File: src/rtl/mem_stage_ctrl.sv
// MEM-stage access controller: runs a req/ack handshake with variable-latency data memory,
// stalls upstream while an access is outstanding, and owns the MEM/WB pipeline register.
module mem_stage_ctrl #(
  parameter int unsigned DW      = 16,
  parameter int unsigned AW      = 16,
  parameter int unsigned RW      = 4,
  parameter int unsigned OPW     = 4,
  parameter int unsigned TIMEOUT = 15
) (
  input  logic           clk,
  input  logic           reset,
  input  logic           EXMEMmemRead,
  input  logic           EXMEMmemWrite,
  input  logic           EXMEMmemtoReg,
  input  logic           EXMEMRegWrite,
  input  logic [AW-1:0]  dataAddr,
  input  logic [DW-1:0]  wrDataOut,
  input  logic [RW-1:0]  rd_in,
  input  logic [OPW-1:0] EXMEMopcode,
  input  logic           MEMWBclear,
  output logic           mem_req,
  output logic           mem_we,
  output logic [AW-1:0]  mem_addr,
  output logic [DW-1:0]  mem_wdata,
  input  logic           mem_ack,
  input  logic [DW-1:0]  mem_rdata,
  output logic           memStall,
  output logic           MEMWBmemtoReg,
  output logic           MEMWBRegWrite,
  output logic [DW-1:0]  MEMWBaluOut,
  output logic [DW-1:0]  MEMWBmemData,
  output logic [RW-1:0]  MEMWBrd,
  output logic [OPW-1:0] MEMWBopcode,
  output logic           memErr
);

  localparam int unsigned CW = (TIMEOUT > 1) ? $clog2(TIMEOUT) : 1;

  typedef enum logic [1:0] {StIdle, StAccess, StDone} state_e;

  state_e         state_q, state_d;
  logic [CW-1:0]  cnt_q, cnt_d;
  logic           mem_req_q, mem_req_d;
  logic           mem_we_q, mem_we_d;
  logic [AW-1:0]  mem_addr_q, mem_addr_d;
  logic [DW-1:0]  mem_wdata_q, mem_wdata_d;
  logic [DW-1:0]  rdata_q, rdata_d;
  logic           err_q, err_d;
  logic           wb_memtoreg_q, wb_memtoreg_d;
  logic           wb_regwrite_q, wb_regwrite_d;
  logic [DW-1:0]  wb_alu_q, wb_alu_d;
  logic [DW-1:0]  wb_mem_q, wb_mem_d;
  logic [RW-1:0]  wb_rd_q, wb_rd_d;
  logic [OPW-1:0] wb_op_q, wb_op_d;

  logic           memop;
  logic           load_wb;
  logic [DW-1:0]  wb_data;

  assign memop = EXMEMmemRead | EXMEMmemWrite;

  always_comb begin
    state_d     = state_q;
    cnt_d       = cnt_q;
    mem_req_d   = mem_req_q;
    mem_we_d    = mem_we_q;
    mem_addr_d  = mem_addr_q;
    mem_wdata_d = mem_wdata_q;
    rdata_d     = rdata_q;
    err_d       = err_q;
    load_wb     = 1'b0;
    wb_data     = '0;

    unique case (state_q)
      StIdle: begin
        if (memop) begin
          // A set write bit wins over read: the access is a store.
          mem_req_d   = 1'b1;
          mem_we_d    = EXMEMmemWrite;
          mem_addr_d  = dataAddr;
          mem_wdata_d = wrDataOut;
          cnt_d       = '0;
          state_d     = StAccess;
        end else begin
          load_wb = 1'b1;
        end
      end
      StAccess: begin
        if (mem_ack) begin
          rdata_d   = mem_we_q ? '0 : mem_rdata;
          mem_req_d = 1'b0;
          state_d   = StDone;
        end else if (cnt_q == CW'(TIMEOUT - 1)) begin
          err_d     = 1'b1;
          rdata_d   = '0;
          mem_req_d = 1'b0;
          state_d   = StDone;
        end else begin
          cnt_d = cnt_q + CW'(1);
        end
      end
      StDone: begin
        load_wb = 1'b1;
        wb_data = rdata_q;
        state_d = StIdle;
      end
      default: state_d = StIdle;
    endcase

    if (load_wb && !MEMWBclear) begin
      wb_memtoreg_d = EXMEMmemtoReg;
      wb_regwrite_d = EXMEMRegWrite;
      wb_alu_d      = dataAddr;
      wb_mem_d      = wb_data;
      wb_rd_d       = rd_in;
      wb_op_d       = EXMEMopcode;
    end else begin
      wb_memtoreg_d = 1'b0;
      wb_regwrite_d = 1'b0;
      wb_alu_d      = '0;
      wb_mem_d      = '0;
      wb_rd_d       = '0;
      wb_op_d       = '0;
    end
  end

  always_ff @(posedge clk) begin
    if (reset) begin
      state_q       <= StIdle;
      cnt_q         <= '0;
      mem_req_q     <= 1'b0;
      mem_we_q      <= 1'b0;
      mem_addr_q    <= '0;
      mem_wdata_q   <= '0;
      rdata_q       <= '0;
      err_q         <= 1'b0;
      wb_memtoreg_q <= 1'b0;
      wb_regwrite_q <= 1'b0;
      wb_alu_q      <= '0;
      wb_mem_q      <= '0;
      wb_rd_q       <= '0;
      wb_op_q       <= '0;
    end else begin
      state_q       <= state_d;
      cnt_q         <= cnt_d;
      mem_req_q     <= mem_req_d;
      mem_we_q      <= mem_we_d;
      mem_addr_q    <= mem_addr_d;
      mem_wdata_q   <= mem_wdata_d;
      rdata_q       <= rdata_d;
      err_q         <= err_d;
      wb_memtoreg_q <= wb_memtoreg_d;
      wb_regwrite_q <= wb_regwrite_d;
      wb_alu_q      <= wb_alu_d;
      wb_mem_q      <= wb_mem_d;
      wb_rd_q       <= wb_rd_d;
      wb_op_q       <= wb_op_d;
    end
  end

  // Stall covers the issuing IDLE cycle plus every ACCESS cycle.
  assign memStall = !reset && (((state_q == StIdle) && memop) || (state_q == StAccess));

  assign mem_req       = mem_req_q;
  assign mem_we        = mem_we_q;
  assign mem_addr      = mem_addr_q;
  assign mem_wdata     = mem_wdata_q;
  assign memErr        = err_q;
  assign MEMWBmemtoReg = wb_memtoreg_q;
  assign MEMWBRegWrite = wb_regwrite_q;
  assign MEMWBaluOut   = wb_alu_q;
  assign MEMWBmemData  = wb_mem_q;
  assign MEMWBrd       = wb_rd_q;
  assign MEMWBopcode   = wb_op_q;

endmodule
File: config.mk
export PLATFORM = sky130hd
export DESIGN_NAME = mem_stage_ctrl
export DESIGN_NICKNAME = d
export VERILOG_FILES = /design/src/rtl/mem_stage_ctrl.sv
export SDC_FILE = /design/constraint.sdc
export NUM_CORES = 1
export LEC_CHECK = 0
export ABC_AREA = 1
export ABC_CLOCK_PERIOD_IN_PS = 2000
export CAP_MARGIN = 20
export CORE_MARGIN = 2
export CORE_UTILIZATION = 25
export DETAILED_ROUTE_END_ITERATION = 6
export PLACE_DENSITY = 0.55
export SYNTH_ARGS = -nofsm -noshare
export SYNTH_HDL_FRONTEND = slang
export SYNTH_SLANG_ARGS = --single-unit
File: constraint.sdc
create_clock -name clk -period 2 [get_ports clk]
set_clock_uncertainty 0.1 [all_clocks]
set_input_delay 0.2 -clock clk [delete_from_list [all_inputs] [get_ports clk]]
set_output_delay 0.2 -clock clk [all_outputs]
set_load 0.01 [all_outputs]
==> impl_metrics.tcl <==
set metrics [dict create \
    crit_type "flop to output port" \
    reg2reg_to "rdata_q[4]$_SDFFE_PP0P_" \
    cts_max_level 3 \
    dpl.hpwl_microns 6046 \
    finalCoreUtilization_pct 40.52 \
    crit_fanout 4 \
    cts_num_sinks 99 \
    drt_pass1_iterations 4 \
    crit_chain "nor2_2 > nand2_2 > nand2_1 > inv_2 > nor2_1 > dlygate4sd2_1" \
    end_kind "output port" \
    hold_violations 0 \
    ys_warn_count 0 \
    startpoint_type "flop" \
    drv_slew 0 \
    ff2ff_path_depth 8 \
    grt_pass1_vias 2742 \
    status "finished clean" \
    cp.arrival_ps 1510 \
    die_w_microns 118.4 \
    ir_drop_mv 0.4042 \
    fin_nets 602 \
    setup_violations 0 \
    antenna_left 0 \
    grt-ovfl-total 0 \
    synth_edf_count 0 \
    min_to "MEMWBmemtoReg$_SDFF_PP0_" \
    r2r_slack_ps 380 \
    hold_start "EXMEMmemtoReg" \
    p_per_area_nw_per_um2 885.0 \
    finalWeightedCongestion 0.7429 \
    rsz0062_at_grt "false" \
    grt_usage_pct 12.43 \
    cts_root_buffer "clkbuf_16" \
    grt_max_degree 49 \
    synth.distinct_cells 20 \
    whs_path_depth 3 \
    place.port_buffers 141 \
    ys_async_sr_fraction_pct 0 \
    clock.fmax_mhz 553.8 \
    drt_iter0_markers 140 \
    placed_cells 696 \
    row_count 41 \
    hold_path.class "input port to flop" \
    netlist_instances 395 \
    ys.flop_type "dfxtp_1" \
    cts_tree "yes" \
    drc 0 \
    clkLatencyLatePin_ps 340 \
    antenna_found_initial 0 \
    clockBufferDepth 2 \
    r2r_start "cnt_q[0]$_SDFFE_PP0P_" \
    yosysSeqAreaShare_pct 60.60 \
    ys_ff_latch 99 \
    clkTransAtPathRegs_ps 60 \
    dieArea_sq_um 14010 \
    design.core.area_sq_um 12720 \
    syn2layout_area_growth_pct 57.61 \
    wire_per_inst_microns 12.34 \
    required_ps 1700 \
    timing_worst_slew_pin_value_ps 610.5 \
    vias 2899 \
    drive_gt1_share_pct 5.926 \
    drv_cap 0 \
    drt-total-wl_microns 8784 \
    stdcell_count 712 \
    static-leakage-power_uw 0.002083 \
    slowest_stage "dfxtp_1" \
    grt_pass1_wl_microns 13860 \
    io_pins 142 \
    netlist_area_sq_um 3271 \
    cts-buffers-inserted 9 \
    viasPerCell 4.072 \
    die_height_microns 118.4 \
    postCtsSetupRepairBufs 0 \
    n_antenna_cell 0 \
    start_util_pct 25.71 \
    syn_nets 461 \
    avgSynthCellArea_sq_um 8.280 \
    max_stage_delay_ps 360 \
    fin_crit_ps 1806 \
    fin_crit_sh_pct 90.28 \
    slew_headroom_pct 59.21 \
]
[synthesized netlist by cell type, types with 2 or more instances]
library cell / instances / area, sq um
dfxtp_1: 99 / 1982
nor2_1: 91 / 341.6
inv_1: 50 / 187.7
nand2_1: 50 / 187.7
a21oi_1: 37 / 185.2
o21ai_0: 32 / 160.2
clkbuf_1: 7 / 26.28
buf_2: 6 / 30.03
nand3_1: 5 / 25.02
buf_4: 3 / 22.52
inv_2: 3 / 11.26
nand2_2: 3 / 18.77
ha_1: 2 / 25.02
[cell families after synthesis]
family | after synthesis | synth area share [%]
AOI/OAI and AO/OA | 69 | 10.56
DFF | 99 | 60.60
and+or+nand+nor | 153 | 19.20
adders and majority gates | 2 | 0.7650
buffers and inverters | 72 | 8.875
[through the flow]
stage                     setup WS [ps]  instance area, sq um  total power [uW]  TNS, ps  hold slack [ps]
after floorplan                   584.6                  3271              2540        0            212.2
after global placement           -73.49                  4862              2953    -1093            316.8
after detailed placement         -165.5                  4862              2961    -2437            315.1
after CTS                         152.8                  5144              4618        0            260.6
after global routing              100.5                  5155              4789        0            278.8
final                             194.4                  5155              4562        0            274.5
[registers in the layout, summed over array words and instances (netlist names)]
| name | flops |
|---|---|
| MEMWBaluOut | 16 |
| mem_addr | 16 |
| rdata_q | 16 |
| MEMWBRegWrite | 1 |
| MEMWBrd | 4 |
| MEMWBmemtoReg | 1 |
| MEMWBopcode | 4 |
| cnt_q | 4 |
| mem_we | 1 |
| mem_req | 1 |
| MEMWBmemData | 16 |
| state_q | 2 |
| mem_wdata | 16 |
| memErr | 1 |
[placed cells by master, fill, tap and decap left out, drive strengths merged]
cell	n
clkdlybuf4s50	140
dfxtp	99
nor2	92
inv	53
nand2	53
a21oi	37
o21ai	32
clkbuf	13
buf	6
nand3	5
clkinv	3
ha	2
nor3	2
nand4	2
dlygate4sd2	1
[power by group]
group | switching (uW) | internal, uW | leakage, uW | total [uW]
registers | 69.8 | 2100 | 0.000809 | 2170
clock network | 705 | 935 | 0.000141 | 1640
logic | 367 | 383 | 0.00113 | 749
total | 1140 | 3420 | 0.00208 | 4560
[area by class of cell]
cell class                 instances  area, sq um
sequential                        99         1982
timing repair buffer             147         1455
multi-input combinational        225         1020
clock inverter                     2        10.01
inverter                          54        202.7
clock buffer                      13        270.3
tap                              172        215.2
fill                            1337         7567
[worst max-delay path: cells and delay by family, from the launching register on]
kind          cells  cell delay (ps)
flops             1              360
simple gates      4              450
buf+inv           2              360
[layer usage]
layer,wire length [microns],GRT usage [%],up-vias
met3,852,5.743,14
met5,0,0,-
met1,4015,14.53,1288
li1,-,-,1490
met4,210,6.399,0
met2,3705,19.04,107
[timing repair]
item / in CTS / in global routing
pin swaps: 0 / 1
resized for setup: 2 / 1
hold endpoints to repair: 0 / 0
hold buffers: 0 / 0
gates cloned: 0 / 1
endpoints found under the setup margin: 1 / 4
[worst max-delay path by stage]
stage,from,end,slack (ps),depth (start not counted)
6_report,state_q[1]$_SDFFE_PP0P_,memStall,190,6
5_1_grt,state_q[1]$_SDFFE_PP0P_,memStall,100,6
4_1_cts,state_q[0]$_SDFFE_PP0P_,mem_addr[3]$_SDFFE_PP0P_,150,5
3_5_place_dp,EXMEMmemWrite,mem_addr[3]$_SDFFE_PP0P_,-170,5
3_3_place_gp,EXMEMmemWrite,mem_addr[11]$_SDFFE_PP0P_,-70,5
2_1_floorplan,cnt_q[0]$_SDFFE_PP0P_,rdata_q[0]$_SDFFE_PP0P_,580,8
Note: power is estimated with default switching activity, not from simulation.
==> RTL change 1 (same settings) <==
Change the parameter `RW` from 4 to 3.
--- a/src/rtl/mem_stage_ctrl.sv
+++ b/src/rtl/mem_stage_ctrl.sv
@@ -4,5 +4,5 @@
   parameter int unsigned DW      = 16,
   parameter int unsigned AW      = 16,
-  parameter int unsigned RW      = 4,
+  parameter int unsigned RW      = 3,
   parameter int unsigned OPW     = 4,
   parameter int unsigned TIMEOUT = 15
Ports: changed (resized MEMWBrd and rd_in); port bits go from 142 to 140. The function was not compared with the original's and may differ.
==> RTL change 1 against the unedited design <==
- core utilization shrank 0.063 points
- via count decreased by 1.7%
- wire length is 1.5% lower
- worst setup slack gained 0.077 ns
- sequential cell count fell by 1
- critical path depth is the same
- cell area decreased by 0.56%
- synthesized area is 0.38% lower
- power is 0.90% lower
- critical path type unchanged
==> RTL change 1: results (changes against the unedited design) <==
H-tree depth - 3 (unchanged)
Reg2Reg Depth - 6 (-2)
Rel. slew slack - 68.6% (+9.4 points)
HPWL Detailed - 5.99 mm (-0.86%)
Pleak - 0.00205 µW (-1.6%)
Vias in the first global route - 2947 (+7.5%)
Period utilization - 86.4% (-3.9 points)
Synth cell types - 26 (+30%)
Peak fanout along the critical path - 4 (unchanged)
Drt via density - 4.05 (-0.43%)
Status - finished, final reports clean
Commonest cells post-synth - dfxtp_1, nor2_1, inv_1, nand2_1, a21oi_1
Peak VDD IR - 0.484 mV (+20%)
Synth Area in XOR/XNOR - 0% (unchanged)
Register area share after synthesis - 60.2% (-0.38 points)
Yosys Warn Count - 0 (unchanged)
Synth area leaders - dfxtp_1, nor2_1, a21oi_1
Top sig layer - met4
Largest net degree at the start of global routing - 49 (unchanged)
CTS buffer count - 9 (unchanged)
GRT Util Overall - 13.1% (+0.67 points)
Layout Nets - 591 (-1.8%)
Hold Path Depth - 3 (unchanged)
First-pass GRT wire length - 14.8 mm (+6.7%)
Max Buffers Root-to-Sink - 2 (unchanged)
RD Place Congestion - 0.738 (-0.63%)
IO Port Bufs - 139 (-1.4%)
Met2 WL - 3.66 mm (-1.2%)
Fraction of layout cells with a size suffix above 1 - 5.84% (-0.088 points)
Root buffer cell - clkbuf_16
Crit path DAT - 1.43 ns (-0.08 ns)
Met3 WL - 711 µm (-17%)
Compound-Gate Fraction of Synth Area - 10.8% (+0.19 points)
Mux contribution to synthesized area - 0% (unchanged)
Routed WL - 8.65 mm (-1.5%)
Initial antenna violation count - 0 (unchanged)
Synthesized net count - 451 (-2.2%)
WL met1 - 4.16 mm (+3.6%)
Adder-cell share of the synthesized area - 0.768% (+0.0029 points)
DR iter-0 viols - 171 (+22%)
Antenna cells - 0 (unchanged)
RTL change 1: path summary, 6_finish.rpt:
check / startpoint / slack, ns / end
worst max-delay path: state_q[0] / 0.27 / memStall
worst min-delay path: rd_in[1] / 0.28 / MEMWBrd[1]
worst max register to register: state_q[0] / 0.40 / mem_addr[15]
worst min register to register: rdata_q[5] / 0.32 / MEMWBmemData[5]
RTL change 1: final cells by class:
class,count,area [µm²]
Clock buffer,14,264
Inverter,50,188
Multi-Input combinational cell,220,1010
Timing Repair Buffer,147,1450
Fill cell,1286,7540
Sequential cell,98,1960
Tap cell,172,215
Clock inverter,2,35.0
RTL change 1: logic make-up after synthesis:
logic type | Yosys count
compound gates | 70
fa+ha+maj | 2
buf+inv | 68
flops | 98
simple gates | 148
RTL change 1: repair_timing:
item	CTS	global route
endpoints found under the setup margin	1	0
setup buffers	0	0
hold buffers	0	0
gates resized for setup	1	0
RTL change 1: metrics by stage:
step	setup WS [ns]	instances	instance area, µm²	power (µW)
after global placement	0.117	687	4830	2820
after global routing	0.166	703	5130	4750
after floorplan	0.573	386	3260	2450
after CTS	0.246	703	5130	4590
after detailed placement	0.108	687	4830	2830
final	0.272	703	5130	4520
RTL change 1: layer usage:
metal	vias up	GRT usage [%]
li1	1470	-
met1	1270	16.5
met2	98	20.1
met3	12	5.12
met4	0	4.97
met5	-	0
RTL change 1: power by group:
group | leakage [µW] | switching (µW) | internal (µW) | total, µW
Clock | 0.000147 | 703 | 1040 | 1740
Combinational | 0.00110 | 312 | 345 | 657
Sequential | 0.000801 | 58.1 | 2060 | 2120
RTL change 1: worst max-delay path, cell delays in order (launching register included):
cell and delay, ns:
dfxtp_1 0.33, inv_2 0.13, nand2_1 0.11, nor2_4 0.12
nor2_4 0.05, nor2_1 0.08, dlygate4sd2_1 0.27
==> RTL change 2 (same settings) <==
Made on the original files. Put one more register stage on the output `memErr`, with the module's reset. The value now appears one clock later. The other outputs are not delayed to match.
--- a/src/rtl/mem_stage_ctrl.sv
+++ b/src/rtl/mem_stage_ctrl.sv
@@ -166,5 +166,11 @@
   assign mem_addr      = mem_addr_q;
   assign mem_wdata     = mem_wdata_q;
-  assign memErr        = err_q;
+  always_ff @(posedge clk) begin
+    if (reset) begin
+      memErr <= '0;
+    end else begin
+      memErr <= err_q;
+    end
+  end
   assign MEMWBmemtoReg = wb_memtoreg_q;
   assign MEMWBRegWrite = wb_regwrite_q;
Behaviour: no difference found for any inputs over 10 cycles, from zero or initial values and one cycle with reset high; that may be too few to reach the edited logic, so the function may still have changed.
==> RTL change 2 against the unedited design <==
- synthesized area is 1.2% higher
- power is 1.8% higher
- synthesized cell count is 0.76% higher
- non-clock buffer count is 3 higher
- sequential cell count is 1 higher
- via count is 0.55% lower
- cell area is 1.1% higher
- combinational power is 1% higher
- worst setup slack better by 0.017 ns
- maximum frequency is 0.97% higher
- sequential share of layout area hardly changed
- wire length is 2.2% higher
==> RTL change 2: results (changes against the unedited design) <==
Register area share after synthesis - 60.5% (-0.11 points)
Max Freq - 0.559 GHz (+0.97%)
NetSw - 1170 µW (+2.7%)
Compound-Gate Fraction of Synth Area - 10.4% (-0.12 points)
Syn Area/Cell - 8.32 µm² (+0.42%)
Reg2Reg Depth - 5 (-3)
Status - finished, final reports clean
GR Layer Usage met2 - 20.5% (+1.5 points)
Pleak - 0.00209 µW (+0.51%)
Routed WL - 8.98 mm (+2.2%)
Worst R2R Start - state_q[0]
Vias in the first global route - 2848 (+3.9%)
First-pass GRT wire length - 14.2 mm (+2.6%)
GRT Util Overall - 12.9% (+0.48 points)
Synth area leaders - dfxtp_1, nor2_1, inv_1
Adder-cell share of the synthesized area - 0.756% (-0.0090 points)
RD Place Congestion - 0.743 (about the same)
Drt via density - 3.99 (-1.9%)
Met3 WL - 816 µm (-4.2%)
Peak VDD IR - 0.361 mV (-11%)
Synthesized net count - 464 (+0.65%)
M1 GR Usage - 14.8% (+0.30 points)
Crit path DAT - 1.49 ns (-0.02 ns)
Fraction of layout cells with a size suffix above 1 - 6.59% (+0.67 points)
Seq pwr share - 47.2% (-0.4 points)
Min-Delay Endpoint - MEMWBopcode[2]
Fillers - 1320 (-1.3%)
GRT met3 Usage - 6.18% (+0.43 points)
Pre-CTS WS - -0.200 ns (-0.0346 ns)
Hold WS - 0.270 ns (-0.00427 ns)
WL met1 - 4.04 mm (+0.62%)
HPWL Detailed - 6.27 mm (+3.7%)
Met2 WL - 3.99 mm (+7.6%)
Layout Nets - 608 (+1.0%)
Power Clock - 1700 µW (+4%)
DR iter-0 viols - 118 (-16%)
Placement Cell Area - 4920 µm² (+1.1%)
Via count - 2883 (-0.55%)
Commonest cells post-synth - dfxtp_1, nor2_1, inv_1, nand2_1, a21oi_1
[RTL change 2: worst register-to-register path, delay by kind of cell (launching register included)]
| family | cells | cell delay [ns] |
|---|---|---|
| buf+inv | 1 | 0.11 |
| flops | 1 | 0.34 |
| compound gates | 2 | 0.35 |
| simple gates | 2 | 0.66 |
[RTL change 2: repair_timing]
| item | 4_1_cts | 5_1_grt |
|---|---|---|
| setup endpoints to repair | 1 | 11 |
| hold endpoints to repair | 0 | 0 |
| hold buffers | 0 | 0 |
| resized for setup | 2 | 1 |
| pin swaps | 0 | 0 |
| gates cloned | 0 | 1 |
[RTL change 2: layout make-up]
| type | instances | area (µm²) | area share, % |
|---|---|---|---|
| flip-flops and latches | 100 | 2000 | 38.4 |
| repair buffers | 150 | 1480 | 28.3 |
| multi-input cells | 226 | 1020 | 19.6 |
| clock buffers | 11 | 233 | 4.46 |
| well taps | 176 | 220 | 4.22 |
| inverters | 55 | 206 | 3.96 |
| clock inverters | 4 | 51.3 | 0.984 |
